<file path="config.mk">
export PLATFORM = sky130hd
export DESIGN_NAME = mm_uart_host
export DESIGN_NICKNAME = d
export VERILOG_FILES = /design/src/rtl/mm_uart_host.sv
export SDC_FILE = /design/constraint.sdc
export NUM_CORES = 1
export LEC_CHECK = 0
export ABC_AREA = 1
export CORE_UTILIZATION = 52
export CTS_CLUSTER_DIAMETER = 120
export DETAILED_ROUTE_END_ITERATION = 6
export GPL_ROUTABILITY_DRIVEN = 0
export GPL_TIMING_DRIVEN = 0
export PLACE_DENSITY = 0.82
export SYNTH_ARGS = -nofsm -noshare
export SYNTH_HDL_FRONTEND = slang
export SYNTH_SLANG_ARGS = --single-unit
</file>
<file path="constraint.sdc">
create_clock -name clk -period 2.48 [get_ports clk]
set_input_delay 0.62 -clock clk [delete_from_list [all_inputs] [get_ports clk]]
set_output_delay 0.62 -clock clk [all_outputs]
set_load 0.03 [all_outputs]
</file>
<file path="src/rtl/mm_uart_host.sv">
`default_nettype none
// +----------------------------------------------------------------------+
// | mm_uart_host: sends matrices A,B as 32 UART frames, collects 16x16b  |
// | results from 32 frames. Rev 1.0 - initial release                    |
// +----------------------------------------------------------------------+
module mm_uart_host #(
    parameter int CLKS_PER_BIT = 5208,
    parameter int GAP_BITS     = 2,
    parameter int TIMEOUT_CLKS = 50000000
) (
    input  logic         clk,
    input  logic         rst,
    input  logic         start,
    input  logic [127:0] a_data,
    input  logic [127:0] b_data,
    output logic         uart_tx,
    input  logic         uart_rx,
    output logic         busy,
    output logic         done,
    output logic [255:0] result,
    output logic         frame_err,
    output logic         timeout_err
);

    localparam int c_CNT_MAX = (GAP_BITS * CLKS_PER_BIT > CLKS_PER_BIT) ?
                               GAP_BITS * CLKS_PER_BIT : CLKS_PER_BIT;
    localparam int c_CNT_W   = $clog2(c_CNT_MAX + 1);
    localparam int c_TO_W    = $clog2(TIMEOUT_CLKS + 1);

    localparam logic [c_CNT_W-1:0] c_BIT_LAST  = c_CNT_W'(CLKS_PER_BIT - 1);
    localparam logic [c_CNT_W-1:0] c_HALF_LAST = c_CNT_W'(CLKS_PER_BIT / 2 - 1);
    localparam logic [c_CNT_W-1:0] c_GAP_LAST  = c_CNT_W'(GAP_BITS * CLKS_PER_BIT - 1);
    localparam logic [c_TO_W-1:0]  c_TO_LAST   = c_TO_W'(TIMEOUT_CLKS - 1);

    typedef enum logic [3:0] {
        IDLE     = 4'd0,
        TX_START = 4'd1,
        TX_DATA  = 4'd2,
        TX_STOP  = 4'd3,
        TX_GAP   = 4'd4,
        RX_WAIT  = 4'd5,
        RX_START = 4'd6,
        RX_DATA  = 4'd7,
        RX_STOP  = 4'd8,
        RX_HOLD  = 4'd9
    } state_t;

    state_t              state_q;
    logic [c_CNT_W-1:0]  clk_cnt_q;
    logic [c_TO_W-1:0]   to_cnt_q;
    logic [2:0]          bit_cnt_q;
    logic [4:0]          byte_cnt_q;
    logic [255:0]        tx_buf_q;
    logic [7:0]          rx_byte_q;
    logic                rx_meta_q;
    logic                rx_sync_q;
    logic                uart_tx_q;
    logic                busy_q;
    logic                done_q;
    logic [255:0]        result_q;
    logic                frame_err_q;
    logic                timeout_err_q;

    assign uart_tx     = uart_tx_q;
    assign busy        = busy_q;
    assign done        = done_q;
    assign result      = result_q;
    assign frame_err   = frame_err_q;
    assign timeout_err = timeout_err_q;

    always_ff @(posedge clk) begin
        if (!rst) begin
            rx_meta_q <= 1'b1;
            rx_sync_q <= 1'b1;
        end else begin
            rx_meta_q <= uart_rx;
            rx_sync_q <= rx_meta_q;
        end
    end

    always_ff @(posedge clk) begin
        if (!rst) begin
            state_q       <= IDLE;
            clk_cnt_q     <= '0;
            to_cnt_q      <= '0;
            bit_cnt_q     <= '0;
            byte_cnt_q    <= '0;
            tx_buf_q      <= '0;
            rx_byte_q     <= '0;
            uart_tx_q     <= 1'b1;
            busy_q        <= 1'b0;
            done_q        <= 1'b0;
            result_q      <= '0;
            frame_err_q   <= 1'b0;
            timeout_err_q <= 1'b0;
        end else begin
            done_q <= 1'b0;
            case (state_q)
                IDLE: begin
                    if (start) begin
                        tx_buf_q      <= {b_data, a_data};
                        frame_err_q   <= 1'b0;
                        timeout_err_q <= 1'b0;
                        busy_q        <= 1'b1;
                        uart_tx_q     <= 1'b0;
                        clk_cnt_q     <= '0;
                        bit_cnt_q     <= '0;
                        byte_cnt_q    <= '0;
                        state_q       <= TX_START;
                    end
                end
                TX_START: begin
                    if (clk_cnt_q == c_BIT_LAST) begin
                        clk_cnt_q <= '0;
                        uart_tx_q <= tx_buf_q[0];
                        state_q   <= TX_DATA;
                    end else begin
                        clk_cnt_q <= clk_cnt_q + 1'b1;
                    end
                end
                TX_DATA: begin
                    if (clk_cnt_q == c_BIT_LAST) begin
                        clk_cnt_q <= '0;
                        tx_buf_q  <= tx_buf_q >> 1;
                        bit_cnt_q <= bit_cnt_q + 1'b1;
                        if (bit_cnt_q == 3'd7) begin
                            uart_tx_q <= 1'b1;
                            state_q   <= TX_STOP;
                        end else begin
                            uart_tx_q <= tx_buf_q[1];
                        end
                    end else begin
                        clk_cnt_q <= clk_cnt_q + 1'b1;
                    end
                end
                TX_STOP: begin
                    if (clk_cnt_q == c_BIT_LAST) begin
                        clk_cnt_q <= '0;
                        state_q   <= TX_GAP;
                    end else begin
                        clk_cnt_q <= clk_cnt_q + 1'b1;
                    end
                end
                TX_GAP: begin
                    if (clk_cnt_q == c_GAP_LAST) begin
                        clk_cnt_q <= '0;
                        if (byte_cnt_q == 5'd31) begin
                            byte_cnt_q <= '0;
                            to_cnt_q   <= '0;
                            state_q    <= RX_WAIT;
                        end else begin
                            byte_cnt_q <= byte_cnt_q + 1'b1;
                            uart_tx_q  <= 1'b0;
                            state_q    <= TX_START;
                        end
                    end else begin
                        clk_cnt_q <= clk_cnt_q + 1'b1;
                    end
                end
                RX_WAIT: begin
                    if (!rx_sync_q) begin
                        to_cnt_q  <= '0;
                        clk_cnt_q <= '0;
                        state_q   <= RX_START;
                    end else if (to_cnt_q == c_TO_LAST) begin
                        timeout_err_q <= 1'b1;
                        busy_q        <= 1'b0;
                        state_q       <= IDLE;
                    end else begin
                        to_cnt_q <= to_cnt_q + 1'b1;
                    end
                end
                RX_START: begin
                    // Re-check mid start bit; a high here was only a glitch
                    if (clk_cnt_q == c_HALF_LAST) begin
                        clk_cnt_q <= '0;
                        bit_cnt_q <= '0;
                        state_q   <= rx_sync_q ? RX_WAIT : RX_DATA;
                    end else begin
                        clk_cnt_q <= clk_cnt_q + 1'b1;
                    end
                end
                RX_DATA: begin
                    if (clk_cnt_q == c_BIT_LAST) begin
                        clk_cnt_q <= '0;
                        rx_byte_q <= {rx_sync_q, rx_byte_q[7:1]};
                        bit_cnt_q <= bit_cnt_q + 1'b1;
                        if (bit_cnt_q == 3'd7) begin
                            state_q <= RX_STOP;
                        end
                    end else begin
                        clk_cnt_q <= clk_cnt_q + 1'b1;
                    end
                end
                RX_STOP: begin
                    if (clk_cnt_q == c_BIT_LAST) begin
                        clk_cnt_q <= '0;
                        if (!rx_sync_q) begin
                            frame_err_q <= 1'b1;
                        end
                        // Byte j lands at bits 8j+7:8j (elements sent low byte first)
                        result_q[{byte_cnt_q, 3'b000} +: 8] <= rx_byte_q;
                        if (byte_cnt_q == 5'd31) begin
                            done_q  <= 1'b1;
                            busy_q  <= 1'b0;
                            state_q <= IDLE;
                        end else begin
                            byte_cnt_q <= byte_cnt_q + 1'b1;
                            state_q    <= RX_HOLD;
                        end
                    end else begin
                        clk_cnt_q <= clk_cnt_q + 1'b1;
                    end
                end
                RX_HOLD: begin
                    // Held-low line after a bad stop bit must not look like a new start
                    if (rx_sync_q) begin
                        state_q <= RX_WAIT;
                    end else if (to_cnt_q == c_TO_LAST) begin
                        timeout_err_q <= 1'b1;
                        busy_q        <= 1'b0;
                        state_q       <= IDLE;
                    end else begin
                        to_cnt_q <= to_cnt_q + 1'b1;
                    end
                end
                default: begin
                    state_q <= IDLE;
                end
            endcase
        end
    end

endmodule
`default_nettype wire

</file>
After elaboration in Yosys (flattened, before gate mapping) --
Index checks and enable logic that the tools add are counted.
Cells by class: $add $sub $neg 5, equal/unequal tests 34, shifts and indexed selects 2, muxes and demuxes 65, reductions and logical operators 25
Operators by type and width (count):
- $mux W256 | 2
- $pmux W256 S2 | 1
- $bwmux W256 | 1
- $shift A8 B10 Y256 const A | 1
- $shiftx A8 B10 Y256 | 1
- $mux W26 | 5
- $pmux W26 S3 | 1
- $mux W14 | 5
- $pmux W14 S5 | 1
- $mux W4 | 14
- $pmux W4 S10 | 1
- $ne A2 B2 Y1 const B | 18
- $add A26 B1 Y26 const B | 1
- $eq A26 B26 Y1 const B | 1
- $mux W5 | 5
- $mux W1 | 18
- $eq A4 B3 Y1 const B | 4
- $reduce_and A4 Y1 | 4
- $pmux W5 S3 | 1
- $add A14 B1 Y14 const B | 1
- $eq A14 B12 Y1 const B | 1
- $eq A14 B13 Y1 const B | 1
- $eq A14 B14 Y1 const B | 1
- $mux W3 | 4
- other kinds (26) | 38
Word-level totals: flip-flop bits (word level) 579, input bits 260, output and inout port bits 261, logic and storage cells 146

Longest topological paths before layout --
Gate-level depths: netlist of the first run.
word-level depth 4, depth in mapped cells 14, depth with buffers taken out 13

Least setup slack after synthesis of the first run --
OpenSTA, ideal clock, no wires.
path kind flip-flop to flip-flop, from register byte_cnt_q[0], to register result_q[116] (netlist: result[116]), library setup time 0.070 ns, data arrival time 2.019 ns, required time 2.410 ns, setup slack 0.390 ns, cell stages (with the launch flop) 11, path buffers 2, period minus slack after synthesis 2.090 ns, cells stage by stage dfxtp_1 -> inv_1 -> ha_1 -> buf_4 -> clkinv_1 -> nor2_1 -> buf_4 -> nand3_1 -> nor3_1 -> nand2_1 -> a21oi_1
Between the ends: word-level cells in the longest chain between the ends 3, elaborated cells between the ends (all ways) 4, those cells by class add/sub: 1; shift: 2; mux: 1
Ends and longest elaborated chain:
- start, declared | RTL line 52 | logic [4:0] byte_cnt_q;
- start signal, assigned | RTL line 152 | byte_cnt_q <= byte_cnt_q + 1'b1;
- start signal, assigned | RTL line 208 | byte_cnt_q <= byte_cnt_q + 1'b1;
- $neg A8 Y10 (*) | RTL line 202 | result_q[{byte_cnt_q, 3'b000} +: 8] <= rx_byte_q;
- $shiftx A8 B10 Y256 / $shift A8 B10 Y256 (equally long branches) | RTL line 202
- $bwmux W256 (*) | RTL line 202
- end signal, assigned by index | RTL line 202
- end, declared | RTL line 60 | logic [255:0] result_q;
Mark *: on every way between the ends. The rest lies on a longest branch, timed or not. A chain may end at the register's enable or synchronous reset.

Worst setup path after layout of the first run --
from register result_q[0] (netlist: result[0]), to output result[0]
RTL lines:
- end, declared | RTL line 20 | output logic [255:0] result,
No word-level cell between the ends.

==> run metrics, run 1 <==
mean post-synth cell area 6.99 um2; cts bufs inserted 58; synth top area cells dfxtp_1 (45%), o21ai_0 (15%), nor2_1 (7.9%); post-synthesis mux area share 0%; Port Buffers 519; syn_nets 3952; Yosys reg bits 579; kind of critical path flip-flop to output port; Total GRT Usage 33.0%; Post-Route WL 86500 um; fraction of layout cells with a size suffix above 1 7.36%; Critical Path Fanout Max 2; detailed-route DRC error count 0; sequential area share after synthesis 45.0%; fill count 4072; Fin Hold WS 0.426 ns; fraction of registers with async set/reset 0%; VDD IR-drop max 555 uV; Final Max Tran Viols 0; CTS root buf clkbuf_16; DIE WIDTH 225 um; largest family of logic cells by synthesized area simple AND/OR/NAND/NOR gates; placed cells 4865; Slew @ Worst Pin 0.924 ns; Core Footprint 48800 um2; clk_lat worst skew 0.62 ns; critical-path cell list clkdlybuf4s50_1; Synth Warn # 0; drt first-iter violations 2333; Critical path buffers and inverters 1; RSZ-0062 raised after global routing false; Unique masters post-synth 40; Syn Inst Count 3682; # setup viols final 0; Longest Clk Path Bufs 3; switching share of power 36.7%; Netlist Area Pre-Place 25700 um2; Placement Setup Slack -0.104 ns; Synth Area in Adders 0.486%; Top FF cell, synth dfxtp_1; clk_skew 0.0251 ns; fin crit share 97.2%; CP Capture Type output port; status finished, final reports clean; Flop pwr share 38.0%; first-pass GRT wire length 131000 um; Synth Area in Compound Gates 21.6%; Crit path max-delay family buffers and inverters; setup slack on the worst flop-to-flop path 0.09 ns; clock-pin slew on the worst setup and hold paths 0.08 ns; max incr delay on CP 0.84 ns; via-per-instance ratio 5.36; Layout area overhead 32.5%; wire per inst 17.3 um; io pins 521; total power 32.1 mW; vias in the first global route 24468; grt total ovfl 0; Die ar. 50400 um2; Hold Path Class flip-flop to flip-flop; # hold bufs at CTS 0; clock group share of total power 29.3%; Post-synth EDFFs 0; Die Y 225 um; largest net degree at the start of global routing 16; routed vias 26835; Detail Route Antenna Nets 0; startpoint type of the worst setup path flip-flop; fmax 0.415 GHz; initial antenna violation count 16; Final Hold Viols 0; Leak Pwr 14.4 nW; CTS sink count 579; Rel. slew slack 38.4%; Layout Cells excl Fill 5002; final worst setup slack 0.0702 ns; Max-Cap Viols 0; drt first pass iters 6; NetSw 11.8 mW; CP arrival 1.79 ns; post-synth top area cell dfxtp_1; CTS tree built; Final Critical Period 2.41 ns; pwr dens 942 nW/um2; starting density of the core 52.7%; fin nets 4545; CP max stage cell clkdlybuf4s50_1; Combinational Power Share 32.7%; Post-Synth XOR/XNOR Area 0.413%; Simple-Gate Fraction of Synth Area 22.0%; H-tree Lvls 2; Post-DP HPWL 63000 um; WP data required 1.86 ns; share of the synthesized area in the top cell type 45.0%; Int Power 20.3 mW; # rows 81
## layer usage
layer  share of wire (%)  track usage (%)
met1                  40             41.2
met2                  45             52.5
met3                 9.5             8.09
met4                 5.0             17.7
met5               0.031                0
## final cells by class
cell class / instances / area, um2 / area share (%)
sequential: 579 / 11600 / 34.0
multi-input combinational: 2439 / 11600 / 33.9
timing repair buffer: 533 / 5330 / 15.6
inverter: 451 / 1700 / 4.97
clock buffer: 79 / 1670 / 4.90
buffer: 213 / 1000 / 2.94
tap: 664 / 831 / 2.44
clock inverter: 28 / 374 / 1.10
antenna: 16 / 40.0 / 0.117
## synthesized netlist by cell type, types with 2 or more instances
cell type and number:
a21oi_1 326, a31oi_1 2, and3_1 6, buf_1 6, buf_2 25, buf_4 31, buf_6 5, clkbuf_1 145
clkinv_1 2, dfxtp_1 579, ha_1 10, inv_1 420, inv_2 29, nand2_1 508, nand2_2 16, nand2_4 5
nand3_1 94, nand3_2 7, nand4_1 16, nor2_1 543, nor2_2 15, nor2_4 26, nor3_1 60, nor3_2 5
nor3_4 5, nor3b_1 2, o21ai_0 751, o21ai_1 22, o21bai_1 2, or2_2 2, xor2_1 8
## placed cells by master (no fill, tap or decap), drive strengths merged, types with 15 or more instances in the layout
| cell type | n |
|---|---|
| nand3 | 102 |
| nor3 | 70 |
| dfxtp | 579 |
| clkbuf | 224 |
| nand2 | 529 |
| clkdlybuf4s50 | 519 |
| inv | 452 |
| nor2 | 585 |
| o21ai | 774 |
| a21oi | 326 |
| nand4 | 17 |
| diode | 16 |
| clkinv | 15 |
| buf | 82 |
## registers in the layout, summed over array words and instances (netlist names), 3 cells and up
register / cells
result: 256
tx_buf_q: 256
byte_cnt_q: 5
clk_cnt_q: 14
state_q: 4
bit_cnt_q: 3
to_cnt_q: 26
rx_byte_q: 8
## what timing repair did
item	4_1_cts	5_1_grt
resized for setup	5	36
gates cloned	0	0
pin swaps	4	4
endpoints found under the setup margin	41	445
setup buffers	5	9
## kinds of logic after synthesis
family,after synthesis
and+or+nand+nor,1313
adders and majority gates,10
xor gates and xnor gates,10
buffers and inverters,664
AOI/OAI and AO/OA,1106
DFF,579
## path summary, 6_finish.rpt
| path | startpoint | to | depth (start not counted) |
|---|---|---|---|
| min | rx_meta_q$_SDFF_PN1_ | rx_sync_q$_SDFF_PN1_ | 1 |
| min reg2reg | rx_meta_q$_SDFF_PN1_ | rx_sync_q$_SDFF_PN1_ | 1 |
| max | result[0]$_SDFFE_PN0P_ | result[0] | 1 |
| max reg2reg | clk_cnt_q[0]$_SDFFE_PN0P_ | result[21]$_SDFFE_PN0P_ | 12 |
## power groups by stage
| stage | combinational, mW | sequential, mW | clock (mW) |
|---|---|---|---|
| 2_1_floorplan | 7.35 | 12.3 | 0 |
| 3_3_place_gp | 9.87 | 12.3 | 0 |
| 3_5_place_dp | 10.1 | 12.4 | 0 |
| 4_1_cts | 10.2 | 12.2 | 9.46 |
| 5_1_grt | 11.8 | 12.4 | 9.87 |
| 6_report | 10.5 | 12.2 | 9.43 |
## metrics by stage
stage | instance area [um2] | util [%] | setup TNS (ns)
finish | 34100 | 69.8 | 0
global route | 34100 | 69.8 | 0
CTS | 33900 | 69.4 | 0
detailed placement | 31800 | 65.0 | -6.44
global placement | 31800 | 65.0 | -0.793
floorplan | 25700 | - | 0
No activity file was read; power rests on OpenSTA's default activity.
==> inputs of run 2 (changes only) <==
CTS_CLUSTER_SIZE = 30   (was not set)
HOLD_SLACK_MARGIN = 0.03   (was not set)
==> run 2 against run 1 <==
Compared with the run above: register-to-register slack improved by 0.03 ns; wire length fell by 2.4%; hold slack got worse by 0.00053 ns; flip-flop and latch count did not move; non-clock buffer count fell by 4; setup slack improved by 0.015 ns; total power fell by 15%; via count fell by 2.1%; clock skew rose by 0.016 ns.
==> run metrics, run 2 (same netlist as run 1, synthesis figures left out) <==
final instance area 32600 um2 (was 34100 um2); Die ar. 50400 um2 (unchanged); Max-Cap Viols 0 (unchanged); status finished, final reports clean (unchanged); Rel. slew slack 39.8% (was 38.4%); DIE WIDTH 225 um (unchanged); drt first pass iters 5 (was 6); H-tree Lvls 1 (was 2); Detail Route Antenna Nets 0 (unchanged); CTS tree built (unchanged); CTS sink count 579 (unchanged); Final Max Tran Viols 0 (unchanged); final worst setup slack 0.0851 ns (was 0.0702 ns); Core Footprint 48800 um2 (unchanged); CTS root buf clkbuf_16 (unchanged); initial antenna violation count 15 (was 16); Placement Setup Slack -0.104 ns (unchanged); starting density of the core 52.7% (unchanged); Slew @ Worst Pin 0.903 ns (was 0.924 ns); Fin Hold WS 0.426 ns (about the same); Port Buffers 519 (unchanged); Longest Clk Path Bufs 3 (unchanged); Layout area overhead 26.6% (was 32.5%); cts bufs inserted 23 (was 58); # setup viols final 0 (unchanged); Crit path max-delay family buffers and inverters (unchanged); # rows 81 (unchanged); fin util 66.7% (was 69.8%); Die Y 225 um (unchanged); first-pass GRT wire length 128000 um (was 131000 um); Post-DP HPWL 63000 um (unchanged); via-per-instance ratio 5.35 (was 5.36); io pins 521 (unchanged); largest net degree at the start of global routing 31 (was 16); clk_lat worst skew 0.60 ns (was 0.62 ns); Placement Cell Area 31800 um2 (unchanged); startpoint type of the worst setup path flip-flop (unchanged); critical-path cell list clkdlybuf4s50_1 (unchanged); CP Capture Type output port (unchanged); vias in the first global route 23806 (was 24468); most common cell after layout, fill and taps aside o21ai_0 (unchanged); most frequent cells in the layout o21ai_0 (749), dfxtp_1 (577), nor2_1 (529), clkdlybuf4s50_1 (519), nand2_1 (505) (was o21ai_0 (748), dfxtp_1 (577), nor2_1 (525), clkdlybuf4s50_1 (519), nand2_1 (507)); Final Critical Period 2.39 ns (was 2.41 ns); clock-pin slew on the worst setup and hold paths 0.12 ns (was 0.08 ns); fin nets 4506 (was 4545); fraction of layout cells with a size suffix above 1 5.57% (was 7.36%); Critical Path Fanout Max 2 (unchanged); total power 27.3 mW (was 32.1 mW); VDD IR-drop max 515 uV (was 555 uV); max incr delay on CP 0.83 ns (was 0.84 ns); kind of critical path flip-flop to output port (unchanged); CP arrival 1.77 ns (was 1.79 ns); wire per inst 17.2 um (was 17.3 um); grt total ovfl 0 (unchanged); # hold bufs at CTS 0 (unchanged); CP max stage cell clkdlybuf4s50_1 (unchanged); clk_skew 0.0414 ns (was 0.0251 ns); Hold Path Class flip-flop to flip-flop (unchanged); Total GRT Usage 32.0% (was 33.0%); fin crit share 96.6% (was 97.2%); Post-Route WL 84400 um (was 86500 um); pwr dens 837 nW/um2 (was 942 nW/um2); Critical path buffers and inverters 1 (unchanged); fmax 0.418 GHz (was 0.415 GHz); detailed-route DRC error count 0 (unchanged); routed vias 26266 (was 26835); RSZ-0062 raised after global routing false (unchanged); Final Hold Viols 0 (unchanged); Leak Pwr 13.7 nW (was 14.4 nW); WP data required 1.86 ns (about the same); drt first-iter violations 2267 (was 2333)
[run 2: cell types whose count changed in the layout (fill, tap and decap cells not counted), sizes merged]
cell      delta
clkbuf      -56
clkinv      -13
bufinv       -8
buf          -4
clkinvlp     -3
inv          -3
diode        -2
[run 2: stage by stage]
stage | setup TNS [ns] | std cells
floorplan | 0 | 3682
global placement | -0.793 | 4865
CTS | 0 | 4894
finish | 0 | 4913
global route | 0 | 4913
detailed placement | -6.44 | 4865
[run 2: worst paths after layout]
kind / start / end / slack (ns) / cells after the start
max: result[1]$_SDFFE_PN0P_ / result[1] / 0.09 / 1
min: rx_meta_q$_SDFF_PN1_ / rx_sync_q$_SDFF_PN1_ / 0.43 / 1
max reg2reg: clk_cnt_q[0]$_SDFFE_PN0P_ / result[50]$_SDFFE_PN0P_ / 0.12 / 12
min reg2reg: rx_meta_q$_SDFF_PN1_ / rx_sync_q$_SDFF_PN1_ / 0.43 / 1
[run 2: where the power goes]
| group | internal (mW) | switching [mW] | total, mW |
|---|---|---|---|
| registers | 11.6 | 0.635 | 12.2 |
| logic | 3.20 | 7.24 | 10.4 |
| clock network | 1.71 | 2.96 | 4.67 |
| total | 16.5 | 10.8 | 27.3 |
[run 2: layout make-up]
| cell class | instances | area [um2] |
|---|---|---|
| multi-input cells | 2439 | 11500 |
| repair buffers | 529 | 5300 |
| diodes | 14 | 35.0 |
| fillers | 4295 | 16300 |
| well taps | 664 | 831 |
| plain buffers | 213 | 998 |
| clock buffers | 23 | 576 |
| inverters | 451 | 1700 |
| clock inverters | 1 | 30.0 |
| flip-flops and latches | 579 | 11600 |
[run 2: what timing repair did]
item	4_1_cts	5_1_grt
gates resized for setup	4	29
endpoints found under the hold margin	0	0
buffers inserted	5	5
endpoints found under the setup margin	57	448
pin swaps	4	3
[run 2: per-layer routing]
| metal | up-vias | track usage (%) | routed length [um] |
|---|---|---|---|
| met5 | - | 0 | 13 |
| met4 | 2 | 14.1 | 3340 |
| met3 | 171 | 6.01 | 7050 |
| met2 | 1075 | 52.2 | 38800 |
| met1 | 12071 | 41.2 | 35300 |
| li1 | 12947 | - | - |
==> inputs of run 3 (changes only) <==
CORE_UTILIZATION = 58   (was 52)
DONT_BUFFER_PORTS = 1   (was not set)
PLACE_DENSITY = 0.77   (was 0.82)
clock period = 2.13 ns   (was 2.48 ns; I/O delays follow)
==> run 3 against run 2 <==
Compared with the run above: the flow now finishes with violations (negative setup slack); non-clock buffer count shrank 461; sequential power rose by 17%; flip-flop and latch count unchanged; sequential share of layout area increased by 4.5 points; die area down 10%; clock skew decreased by 0.00085 ns; highest routed layer is now met4.
==> run metrics, run 3 (same netlist as run 1, synthesis figures left out) <==
status finished with violations (was finished, final reports clean); violated checks negative setup slack; clk_lat worst skew 0.60 ns (about the same); worst r2r path cells 13 (was 12); DIE WIDTH 213 um (was 225 um); first-pass GRT wire length 120000 um (was 128000 um); most frequent cells in the layout dfxtp_1 (570), o21ai_0 (551), nor2_1 (498), nand2_1 (494), inv_1 (414) (was o21ai_0 (749), dfxtp_1 (577), nor2_1 (529), clkdlybuf4s50_1 (519), nand2_1 (505)); CP arrival 2.78 ns (was 1.77 ns); Die ar. 45200 um2 (was 50400 um2); CTS root buf clkbuf_16 (unchanged); Hold Path Stages 2 (was 1); Critical path buffers and inverters 5 (was 1); pwr dens 1140 nW/um2 (was 837 nW/um2); Die Y 213 um (was 225 um); Rel. slew slack 29.9% (was 39.8%); most common cell after layout, fill and taps aside dfxtp_1 (was o21ai_0); final worst setup slack -0.105 ns (was 0.0851 ns); Longest Clk Path Bufs 3 (unchanged); # rows 76 (was 81); fill count 3821 (was 4295); Final Critical Period 2.24 ns; Post-Route WL 80700 um (was 84400 um); max incr delay on CP 0.41 ns (was 0.83 ns); CTS sink count 579 (unchanged); final instance area 29000 um2 (was 32600 um2); routed vias 24587 (was 26266); Final Max Tran Viols 0 (unchanged); cts bufs inserted 23 (unchanged); startpoint type of the worst setup path flip-flop (unchanged); vias in the first global route 22125 (was 23806); drt first pass iters 6 (was 5); Placement Cell Area 26500 um2 (was 31800 um2); largest net degree at the start of global routing 31 (unchanged); VDD IR-drop max 686 uV (was 515 uV); wire per inst 18.5 um (was 17.2 um); grt total ovfl 0 (unchanged); fin nets 4047 (was 4506); Fin Setup TNS -1.56 ns (was 0 ns); io pins 521 (unchanged); starting density of the core 59.3% (was 52.7%); fraction of layout cells with a size suffix above 1 13.6% (was 5.57%); CP max stage cell dfxtp_4 (was clkdlybuf4s50_1); fmax 0.447 GHz; Total GRT Usage 33.7% (was 32.0%); CP Capture Type flip-flop (was output port); Crit path depth 13 (was 1); critical-path cell list inv_4, ha_4, xnor2_4, inv_4, nand2_2, nor2_4, inv_2, nor2_2, inv_2, nor2_4, buf_6, o21ai_0, nor2_1 (was clkdlybuf4s50_1); # setup viols final 51 (was 0); Layout Cells excl Fill 4364 (was 4913); multi-input logic area 12300 um2 (was 11500 um2); Layout area overhead 12.5% (was 26.6%); Max-Cap Viols 0 (unchanged); WP data required 2.67 ns (was 1.86 ns); Hold Path Class input port to flip-flop (was flip-flop to flip-flop); detailed-route DRC error count 0 (unchanged); drt first-iter violations 2238 (was 2267); H-tree Lvls 1 (unchanged); initial antenna violation count 2 (was 15); Seq. cell area 11600 um2 (about the same); Post-DP HPWL 58600 um (was 63000 um); Leak Pwr 12.6 nW (was 13.7 nW); Slew @ Worst Pin 1.05 ns (was 0.903 ns); Port Buffers 0 (was 519); clock-pin slew on the worst setup and hold paths 0.13 ns (was 0.12 ns); Crit path max-delay family simple AND/OR/NAND/NOR gates (was buffers and inverters); placed cells 4267 (was 4865); fin crit share 105%; RSZ-0062 raised after global routing true (was false); Core Footprint 43500 um2 (was 48800 um2); total power 32.9 mW (was 27.3 mW); Critical Path Fanout Max 5 (was 2); CTS tree built (unchanged); clk_skew 0.0405 ns (was 0.0414 ns); kind of critical path flip-flop to flip-flop (was flip-flop to output port); Detail Route Antenna Nets 0 (unchanged); via-per-instance ratio 5.63 (was 5.35); Final Hold Viols 0 (unchanged)
==> run 3: cell types whose count changed in the layout (fill, tap and decap cells not counted), moves of 14 or more <==
cell             delta
clkdlybuf4s50_1   -519
o21ai_0           -198
o21ai_1           +125
o21ai_2            +73
clkbuf_1           -65
clkbuf_2           +44
buf_4              +35
nor2_1             -31
nor2_4             +23
buf_6              +19
nor3_1             -14
==> run 3: worst paths after layout <==
path	start	slack, ns	to
worst min-delay path	b_data[127]	0.10	tx_buf_q[255]$_SDFFE_PN0P_
worst min register to register	rx_meta_q$_SDFF_PN1_	0.45	rx_sync_q$_SDFF_PN1_
worst max-delay path	byte_cnt_q[0]$_SDFFE_PN0P_	-0.11	result[193]$_SDFFE_PN0P_
worst max register to register	byte_cnt_q[0]$_SDFFE_PN0P_	-0.11	result[193]$_SDFFE_PN0P_
==> run 3: metrics by stage <==
stage,util (%),hold WS [ns],setup slack [ns]
after detailed placement,60.9,0.414,-0.512
final,66.7,0.104,-0.105
after floorplan,-,0.393,0.0403
after global placement,60.9,0.395,-0.450
after CTS,63.9,0.0749,-0.0336
after global routing,66.7,0.0924,-0.182
==> run 3: layout make-up <==
class | count | share of cell area (%)
Antenna cell | 2 | 0.0173
Sequential cell | 579 | 40.1
Timing Repair Buffer | 69 | 2.62
Clock buffer | 23 | 1.99
Multi-Input combinational cell | 2441 | 42.6
Buffer | 212 | 4.12
Tap cell | 585 | 2.53
Inverter | 451 | 5.95
Clock inverter | 2 | 0.134
==> run 3: where the power goes <==
part / internal, mW / leakage (nW) / switching, mW
Combinational: 4.22 / 7.52 / 9.04
Sequential: 13.5 / 4.73 / 0.788
Clock: 2.00 / 0.299 / 3.42
Total: 19.7 / 12.6 / 13.3
==> run 3: worst reg2reg max path, stage by stage, from the launching register on <==
cell	delay (ns)
dfxtp_4	0.41
inv_4	0.06
ha_4	0.19
xnor2_4	0.19
inv_4	0.13
nand2_2	0.11
nor2_4	0.15
inv_2	0.08
nor2_2	0.19
inv_2	0.07
nor2_4	0.20
buf_6	0.13
o21ai_0	0.10
nor2_1	0.18
==> run 3: per-layer routing <==
metal | vias up | track usage, % | part of all wire (%)
met4 | 0 | 13.6 | 4.7
met3 | 212 | 9.50 | 10
met2 | 1093 | 53.8 | 45
met1 | 11240 | 42.9 | 40
met5 | - | 0 | 0
li1 | 12042 | - | -
==> run 3: repair_timing <==
action | in CTS | in global routing
pin swaps | 26 | 118
gates resized for setup | 109 | 524
buffers inserted | 32 | 32
setup endpoints to repair | 532 | 541
endpoints found under the hold margin | 1 | 0
gates cloned | 1 | 5
hold buffers | 1 | 0
